<file path="src/rtl/jtframe_i2s_sched_pkg.sv">
// Shared definitions for the I2S sample scheduler.
// - state_e   : scheduler states (IDLE/PRIME/RUN)
// - URUN_W    : width of the saturating underrun counter
// - calc_step : accumulator increment per clk (half-bit rate in Hz)
package jtframe_i2s_sched_pkg;

  localparam int unsigned URUN_W = 8;

  typedef enum logic [1:0] {
    IDLE  = 2'd0,
    PRIME = 2'd1,
    RUN   = 2'd2
  } state_e;

  // Half-bit rate: two channels * dw bits * two half-bits per bit, per frame.
  function automatic logic [31:0] calc_step(input int unsigned freq, input int unsigned dw);
    return 32'(freq * 4 * dw);
  endfunction

endpackage

</file>
<file path="src/rtl/jtframe_i2s_fifo.sv">
// Synchronous FIFO holding packed stereo pairs.
// Ports: clk/rst (async, active-high), push_i/wdata_i (write, ignored when
// full), pop_i (read, ignored when empty), rdata_o (head word, valid when
// not empty), full_o/empty_o/level_o (state registered at last edge).
module jtframe_i2s_fifo #(
  parameter int unsigned DW = 32,
  parameter int unsigned AW = 2
) (
  input  logic          clk,
  input  logic          rst,
  input  logic          push_i,
  input  logic [DW-1:0] wdata_i,
  input  logic          pop_i,
  output logic [DW-1:0] rdata_o,
  output logic          full_o,
  output logic          empty_o,
  output logic [AW:0]   level_o
);

  logic [DW-1:0] mem_q [2**AW];
  logic [AW:0]   wr_q, rd_q;
  logic          do_push, do_pop;

  assign level_o = wr_q - rd_q;
  // Occupancy never exceeds 2**AW, so the top bit alone flags full.
  assign full_o  = level_o[AW];
  assign empty_o = (wr_q == rd_q);
  assign rdata_o = mem_q[rd_q[AW-1:0]];
  assign do_push = push_i && !full_o;
  assign do_pop  = pop_i && !empty_o;

  always_ff @(posedge clk or posedge rst) begin
    if (rst) begin
      wr_q <= '0;
      rd_q <= '0;
    end else begin
      if (do_push) wr_q <= wr_q + 1'b1;
      if (do_pop)  rd_q <= rd_q + 1'b1;
    end
  end

  always_ff @(posedge clk) begin
    if (do_push) mem_q[wr_q[AW-1:0]] <= wdata_i;
  end

endmodule

</file>
<file path="src/rtl/jtframe_i2s_sched.sv">
// Sample scheduler / timing controller in front of an I2S serializer.
// Inputs : clk, reset (async, active-high), clk_rate (Hz), enable,
//          snd_left/snd_right/snd_valid (sample pair offer).
// Outputs: snd_ready (!full), half_ce (half-bit enable), ld (frame start),
//          left_out/right_out (current pair), running (RUN state),
//          underrun_cnt (saturating), fifo_level (occupancy).
module jtframe_i2s_sched
  import jtframe_i2s_sched_pkg::*;
#(
  parameter int unsigned AUDIO_DW = 16,
  parameter int unsigned I2S_FREQ = 48_000,
  parameter int unsigned FIFO_AW  = 2
) (
  input  logic                clk,
  input  logic                reset,
  input  logic [31:0]         clk_rate,
  input  logic                enable,
  input  logic [AUDIO_DW-1:0] snd_left,
  input  logic [AUDIO_DW-1:0] snd_right,
  input  logic                snd_valid,
  output logic                snd_ready,
  output logic                half_ce,
  output logic                ld,
  output logic [AUDIO_DW-1:0] left_out,
  output logic [AUDIO_DW-1:0] right_out,
  output logic                running,
  output logic [URUN_W-1:0]   underrun_cnt,
  output logic [FIFO_AW:0]    fifo_level
);

  localparam logic [31:0]       STEP      = calc_step(I2S_FREQ, AUDIO_DW);
  localparam int unsigned       PH_W      = $clog2(4 * AUDIO_DW);
  localparam logic [PH_W-1:0]   PH_LAST   = PH_W'(4 * AUDIO_DW - 1);
  localparam logic [FIFO_AW:0]  LVL_START = (FIFO_AW + 1)'(2 ** (FIFO_AW - 1));

  state_e                state_q, state_d;
  logic                  stop_q, stop_d;
  logic [31:0]           acc_q, acc_d;
  logic [PH_W-1:0]       ph_q, ph_d;
  logic                  half_ce_q, ld_q, running_q, pop_q;
  logic [AUDIO_DW-1:0]   left_q, right_q;
  logic [URUN_W-1:0]     urun_q;

  logic [32:0]           nxt;
  logic                  fire, boundary, ld_d;
  logic [2*AUDIO_DW-1:0] fifo_rdata;
  logic                  fifo_full, fifo_empty;

  jtframe_i2s_fifo #(
    .DW (2 * AUDIO_DW),
    .AW (FIFO_AW)
  ) u_fifo (
    .clk     (clk),
    .rst     (reset),
    .push_i  (snd_valid),
    .wdata_i ({snd_left, snd_right}),
    .pop_i   (pop_q),
    .rdata_o (fifo_rdata),
    .full_o  (fifo_full),
    .empty_o (fifo_empty),
    .level_o (fifo_level)
  );

  always_comb begin
    nxt      = {1'b0, acc_q} + {1'b0, STEP};
    boundary = half_ce_q && (ph_q == PH_LAST);
    state_d  = state_q;
    stop_d   = stop_q;
    case (state_q)
      IDLE:  if (enable) state_d = PRIME;
      PRIME: begin
        if (!enable) state_d = IDLE;
        else if (boundary && fifo_level >= LVL_START) state_d = RUN;
      end
      RUN: begin
        // A disable request is latched so the frame in progress completes.
        if (!enable) stop_d = 1'b1;
        if (boundary && (stop_q || !enable)) state_d = IDLE;
      end
      default: state_d = IDLE;
    endcase
    if (state_d != RUN) stop_d = 1'b0;

    fire  = 1'b0;
    acc_d = '0;
    ph_d  = '0;
    if (state_q != IDLE && state_d != IDLE) begin
      if (half_ce_q) ph_d = (ph_q == PH_LAST) ? '0 : ph_q + 1'b1;
      else           ph_d = ph_q;
      // With clk_rate <= STEP every cycle fires; keep acc at 0 so it cannot creep.
      if (clk_rate <= STEP) begin
        fire = 1'b1;
      end else if (nxt >= {1'b0, clk_rate}) begin
        fire  = 1'b1;
        acc_d = 32'(nxt - {1'b0, clk_rate});
      end else begin
        acc_d = nxt[31:0];
      end
    end
    // half_ce/ld are registered, so decide on the pulse whose phase will be 0.
    ld_d = fire && (ph_d == '0) && (state_d == RUN);
  end

  always_ff @(posedge clk or posedge reset) begin
    if (reset) begin
      state_q   <= IDLE;
      stop_q    <= 1'b0;
      acc_q     <= '0;
      ph_q      <= '0;
      half_ce_q <= 1'b0;
      ld_q      <= 1'b0;
      running_q <= 1'b0;
      pop_q     <= 1'b0;
      left_q    <= '0;
      right_q   <= '0;
      urun_q    <= '0;
    end else begin
      state_q   <= state_d;
      stop_q    <= stop_d;
      acc_q     <= acc_d;
      ph_q      <= ph_d;
      half_ce_q <= fire;
      ld_q      <= ld_d;
      running_q <= (state_d == RUN);
      // Outputs take the head word with ld; the pointer advances one cycle
      // later, so a full FIFO stays full (snd_ready low) during the ld cycle.
      pop_q     <= ld_d && !fifo_empty;
      if (state_d == IDLE) begin
        left_q  <= '0;
        right_q <= '0;
      end else if (ld_d) begin
        if (!fifo_empty) begin
          {left_q, right_q} <= fifo_rdata;
        end else if (urun_q != '1) begin
          urun_q <= urun_q + 1'b1;
        end
      end
    end
  end

  assign snd_ready    = !fifo_full;
  assign half_ce      = half_ce_q;
  assign ld           = ld_q;
  assign running      = running_q;
  assign left_out     = left_q;
  assign right_out    = right_q;
  assign underrun_cnt = urun_q;

endmodule

</file>
<file path="config.mk">
export PLATFORM = sky130hd
export DESIGN_NAME = jtframe_i2s_sched
export DESIGN_NICKNAME = d
export VERILOG_FILES = /design/src/rtl/jtframe_i2s_sched_pkg.sv /design/src/rtl/jtframe_i2s_fifo.sv /design/src/rtl/jtframe_i2s_sched.sv
export SDC_FILE = /design/constraint.sdc
export NUM_CORES = 1
export LEC_CHECK = 0
export CAP_MARGIN = 20
export CORE_MARGIN = 1
export CORE_UTILIZATION = 50
export DETAILED_ROUTE_END_ITERATION = 7
export GPL_TIMING_DRIVEN = 1
export PLACE_DENSITY = 0.69
export SYNTH_ARGS = -nofsm -noshare
export SYNTH_HDL_FRONTEND = slang
export SYNTH_HIERARCHICAL = 1
export SYNTH_SLANG_ARGS = --single-unit
</file>
<file path="constraint.sdc">
create_clock -name clk -period 6.2 [get_ports clk]
set_input_delay 1.86 -clock clk [delete_from_list [all_inputs] [get_ports clk]]
set_output_delay 1.86 -clock clk [all_outputs]
set_load 0.1 [all_outputs]
</file>
* After elaboration in Yosys (flattened, before gate mapping) *
Memory sizes are Yosys's and may differ from the RTL's.
Cells that the tools add are included.

word-level totals
  input port bits = 68
  bits in registers = 91
  logic and storage cells = 82
  output and inout port bits = 47
  memories kept = 1
  bits in writable memories = 128

memory list
  name          depth  width  read ports  clocked after Yosys merged registers in  write ports  RTL line                source
  u_fifo.mem_q  4      32     1           0                                        1            jtframe_i2s_fifo.sv:20  logic [DW-1:0] mem_q [2**AW];

operators by class
  muxes and demuxes = 25
  order comparisons = 3
  equality and inequality tests = 9
  bitwise operators = 1
  reductions and logical operators = 23
  add/sub/neg operators = 7

operators with widths
  operator                                               count
  two-way mux 16 bit                                     6
  two-way mux 32 bit                                     3
  adder 32 x 22 -> 33 bit, second input constant         1
  greater-or-equal comparator 33 x 32 -> 1 bit           1
  <= comparator 32 x 22 -> 1 bit, second input constant  1
  subtractor 32 bit                                      1
  two-way mux 6 bit                                      3
  logical AND 1 bit                                      9
  adder 8 x 1 -> 8 bit, second input constant            1
  two-way mux 1 bit                                      8
  two-way mux 2 bit                                      4
  inequality test 8 bit, second input constant           1
  nonzero test 2 bit                                     4
  adder 3 x 1 -> 3 bit, second input constant            2
  adder 6 x 1 -> 6 bit, second input constant            1
  equality test 6 bit, second input constant             1
  zero test 6 bit                                        1
  case mux 2 bit (3 select lines)                        1
  equality test 2 bit, second input constant             2
  zero test 2 bit                                        2
  inequality test 2 x 1 -> 1 bit, second input constant  2
  AND reduction 2 bit                                    2
  AND reduction 4 bit                                    1
  equality test 3 bit                                    1
  7 further kinds                                        9

* Logic depth before layout (Yosys ltp) *
  depth in word-level cells = 14
  gate-level depth with buffers = 20

* Hierarchy *
The synthesis kept the hierarchy.

modules (own cells, without submodules)
  module             area an instance (um^2)  cells an instance  instances  seq. area each (um^2)
  jtframe_i2s_sched  6109.6                   734                1          2127.0
  jtframe_i2s_fifo   5067.4                   210                1          3993.8

* Worst setup path before layout *
OpenSTA, ideal clock, no wires.

  kind = input -> register
  start point = input port clk_rate[12]
  end point = register left_q[10] (netlist: left_out[10])
  required time = 6121 ps
  arrival time = 4508 ps
  setup time = 79 ps
  path buffers = 2
  stages = 12
  setup slack = 1612 ps
  path through = inv_1 ha_1 clkbuf_2 nand3_2 nor3_2 or4b_1 a211oi_2 o32ai_1 a21o_4 a211oi_4 buf_6 mux2i_1

between the ends
  longest elaborated chain between the ends = 8
  elaborated cells on any way between the ends = 9
  classes of those cells = order compare (2); mux (3); reduce/logical (4)

ends and longest elaborated chain
  what                                          RTL line                  source
  from (decl)                                   jtframe_i2s_sched.sv:16   input logic [31:0] clk_rate,
  greater-or-equal comparator 33 x 32 -> 1 bit  jtframe_i2s_sched.sv:93   end else if (nxt >= {1'b0, clk_rate}) begin
  two-way mux 1 bit                             jtframe_i2s_sched.sv:93
  two-way mux 1 bit (*)                         jtframe_i2s_sched.sv:91   if (clk_rate <= STEP) begin
  two-way mux 1 bit (*)                         jtframe_i2s_sched.sv:87   if (state_q != IDLE && state_d != IDLE) begin
  logical AND 1 bit (*) (2 in series)           jtframe_i2s_sched.sv:101  ld_d = fire && (ph_d == '0) && (state_d == RUN);
  nonzero test 2 bit (no source line) (*)       -
  AND reduction 2 bit (no source line) (*)      -
  to (signal assigned)                          jtframe_i2s_sched.sv:133  {left_q, right_q} <= fifo_rdata;
  to (decl)                                     jtframe_i2s_sched.sv:41   logic [AUDIO_DW-1:0] left_q, right_q;

Mark *: on every way between the ends. The rest lies on a longest branch, timed or not.
A chain may end at the register's enable or synchronous reset.

* Worst setup path in the final report *
  start point = register acc_q[13]
  end point = register right_q[12] (netlist: right_out[12])

between the ends
  longest elaborated chain between the ends = 9

ends and longest elaborated chain
  what                                          RTL line                  source
  from (decl)                                   jtframe_i2s_sched.sv:38   logic [31:0] acc_q, acc_d;
  from (signal assigned)                        jtframe_i2s_sched.sv:108  acc_q <= '0;
  from (signal assigned)                        jtframe_i2s_sched.sv:120  acc_q <= acc_d;
  adder 32 x 22 -> 33 bit                       jtframe_i2s_sched.sv:65   nxt = {1'b0, acc_q} + {1'b0, STEP};
  greater-or-equal comparator 33 x 32 -> 1 bit  jtframe_i2s_sched.sv:93
  two-way mux 1 bit                             jtframe_i2s_sched.sv:93
  two-way mux 1 bit                             jtframe_i2s_sched.sv:91
  two-way mux 1 bit                             jtframe_i2s_sched.sv:87
  logical AND 1 bit (2 in series)               jtframe_i2s_sched.sv:101
  nonzero test 2 bit (no source line)           -
  AND reduction 2 bit (no source line)          -
  to (signal assigned)                          jtframe_i2s_sched.sv:133
  to (decl)                                     jtframe_i2s_sched.sv:41

No other way between the ends.

==> impl_metrics.csv <==
group,metric,value,unit
cts,clock_latency,0.51,ns
layout,final_nets,1170,
floorplan,die-area,23000,µm²
synthesis,yosysMostFrequentCell,"edfxtp_1",
layout,layout-drive-gt1-share,0.0996,
sta,rsz0062_at_grt,"no",
sta,period_minus_slack,5.34,ns
sta,finalSetupViolations,0,
synthesis,synth_ff_type,"edfxtp_1",
cts,tritoncts,"done",
sta,finalCritPeriodShare,0.862,
cts,cts_root_buffer,"clkbuf_16",
placed_design,place_ws,0.400,ns
synthesis,yosysTopAreaCellShare,0.344,
layout,diodes,0,
cts,cts_resized,0,
synthesis,synth_fp_nets,1056,
sta,fin_skew,0.0259,ns
synthesis,async_flop_share,0.416,
critical_path,worstPathMaxFanout,40,
cts,cts.clk_slew.worst_paths,0.06,ns
layout,syn_to_final_growth,19.0,%
global_route,grt_pass1_wl,37.9,mm
cts,cts_buffers,23,
sta,fin_ws,0.857,ns
synthesis,syn_inst,944,
sta,hold_viol,0,
route,postRouteAntennaNets,0,
synthesis,synth_edf_count,128,
synthesis,seq_area_frac_synth,0.548,
critical_path,critPathArrivalTime,5.68,ns
route,dr.pass1.iters,5,
critical_path,crit_path_start_kind,"flip-flop",
sta,drv_slew,0,
critical_path,crit_required,6.54,ns
placed_design,dp_hpwl,16.2,mm
synthesis,ys_seq_elements,219,
synthesis,synth_cell_types,71,
floorplan,die_y,152,µm
critical_path,end_kind,"flip-flop",
power_and_ir_drop,peakVddDrop,0.242,mV
synthesis,synthTopCellsByArea,"edfxtp_1, dfrtp_1, mux4_2",
synthesis,netlist_top_cells_count,"edfxtp_1, nand2_1, inv_1",
route,num_vias,7521,
layout,final_area,13300,µm²
sta,slew_headroom,0.281,
outcome,status,"completed",
synthesis,yosys.area.top_type,"edfxtp_1",
floorplan,core.rowCount,54,
power_and_ir_drop,power.density,250,nW/µm²
flow_run,maxCapViolCount,0,
global_route,grt_max_degree,58,
floorplan,floorplan.initialDensity,0.511,
power_and_ir_drop,p_leak,5.24,nW
floorplan,ios,115,
route,wire_per_inst,17.7,µm
global_route,antenna_found_initial,0,
placed_design,io_buffers,114,
global_route,grt-ovfl-total,0,
route,wl,23.9,mm
floorplan,fp.coreArea,21900,µm²
synthesis,synth_area,11200,µm²
critical_path,critPathKind,"reg2reg",
synthesis,syn_avg_cell_area,11.8,µm²
sta,finalSetupTns,0,ns
synthesis,yosys_warnings,6,
global_route,grt_pass1_vias,7485,
route,vias_per_cell,5.55,
route,drt_iter0_markers,490,
cts,cts_hold_buffers,0,
placed_design,place_area,12600,µm²
cts,clock_sinks,219,
cts,cts-htree-levels,1,
placed_design,gp_congestion,0.927,
cts,clockBufferDepth,3,
floorplan,die_x,152,µm
route,drcViolationCount,0,
cts,post-cts-setup-buffers,0,
sta,worst_slew_pin_slew,1.07,ns
global_route,grt_usage,0.215,
min_path,hp-class,"reg2reg",
sta,fmax,187,MHz
-- critical path, cell delays in order (launching register included) --
cell and delay, ns:
dfrtp_1 0.39, inv_1 0.12, ha_1 0.20, nand2b_1 0.10
a211oi_1 0.37, a21boi_0 0.24, o211ai_1 0.42, nor2_1 0.09
xor2_1 0.17, ha_1 0.26, a21oi_1 0.30, o21bai_1 0.10
a21oi_1 0.29, o21ai_0 0.19, nor4_1 0.73, a21o_4 0.52
a211oi_4 0.11, buf_4 0.33, mux2i_1 0.20
-- where the power goes --
part / total (mW) / internal [mW] / leakage [nW] / switching [mW]
Clock: 1.32 / 0.777 / 0.358 / 0.543
Combinational: 0.429 / 0.166 / 2.49 / 0.263
Sequential: 1.58 / 1.56 / 2.40 / 0.0172
Total: 3.33 / 2.50 / 5.24 / 0.823
-- state kept, by name, indices dropped and copies added (netlist names) --
register	flops
u_fifo/mem_q	128
acc_q	32
left_out	16
right_out	16
underrun_cnt	8
ph_q	6
u_fifo/rd_q	3
u_fifo/wr_q	3
state_q	2
half_ce	1
ld	1
pop_q	1
running	1
stop_q	1
-- through the flow --
stage,hold WS (ns),utilization,power [mW],instances
final,0.493,0.608,3.33,1354
after global routing,0.528,0.608,3.46,1354
after CTS,0.495,0.607,3.36,1353
after detailed placement,0.480,0.574,2.03,1312
after global placement,0.476,0.574,2.03,1312
after floorplan,0.464,-,1.90,944
-- final cells by class --
cell class / instances / area [µm²]
Timing Repair Buffer: 126 / 1240
Clock inverter: 9 / 70.1
Tap cell: 280 / 350
Inverter: 96 / 362
Fill cell: 1774 / 8590
Sequential cell: 219 / 6120
Clock buffer: 32 / 654
Multi-Input combinational cell: 592 / 4510
-- final timing paths --
path	start	endpoint	slack, ns	depth (start not counted)
setup / recovery	acc_q[13]	right_out[12]	0.86	18
hold / removal	stop_q	stop_q	0.49	1
setup reg to reg	acc_q[13]	right_out[12]	0.86	18
hold reg to reg	stop_q	stop_q	0.49	1
max in group asynchronous	reset	acc_q[11]	3.68	3
min in group asynchronous	reset	u_fifo/wr_q[2]	1.63	2
-- routing by layer --
metal | GRT usage | part of all wire
met5 | 0 | 0
met4 | 0.0465 | 0.016
met1 | 0.270 | 0.42
met2 | 0.374 | 0.49
met3 | 0.0536 | 0.070
-- cell families (layout without fill, tap and decap cells) --
logic type	after synthesis	after routing	synth area share
DFF	219	219	0.548
and+or+nand+nor	248	248	0.104
AOI/OAI and AO/OA	173	173	0.102
buffers and inverters	133	263	0.0498
xor gates and xnor gates	55	55	0.0438
muxes	72	72	0.101
adders and majority gates	44	44	0.0506
-- cells in the final DEF (no fill, tap or decap), types with 24 or more instances in the layout --
master,instances
edfxtp_1,128
clkdlybuf4s50_1,111
nand2_1,106
inv_1,95
dfrtp_1,90
a21oi_1,57
nor2_1,45
ha_1,42
mux2i_1,35
xnor2_1,33
mux4_2,32
o21ai_0,30
nand3_1,24
clkbuf_16,24
(Power assumes the default switching activity.)
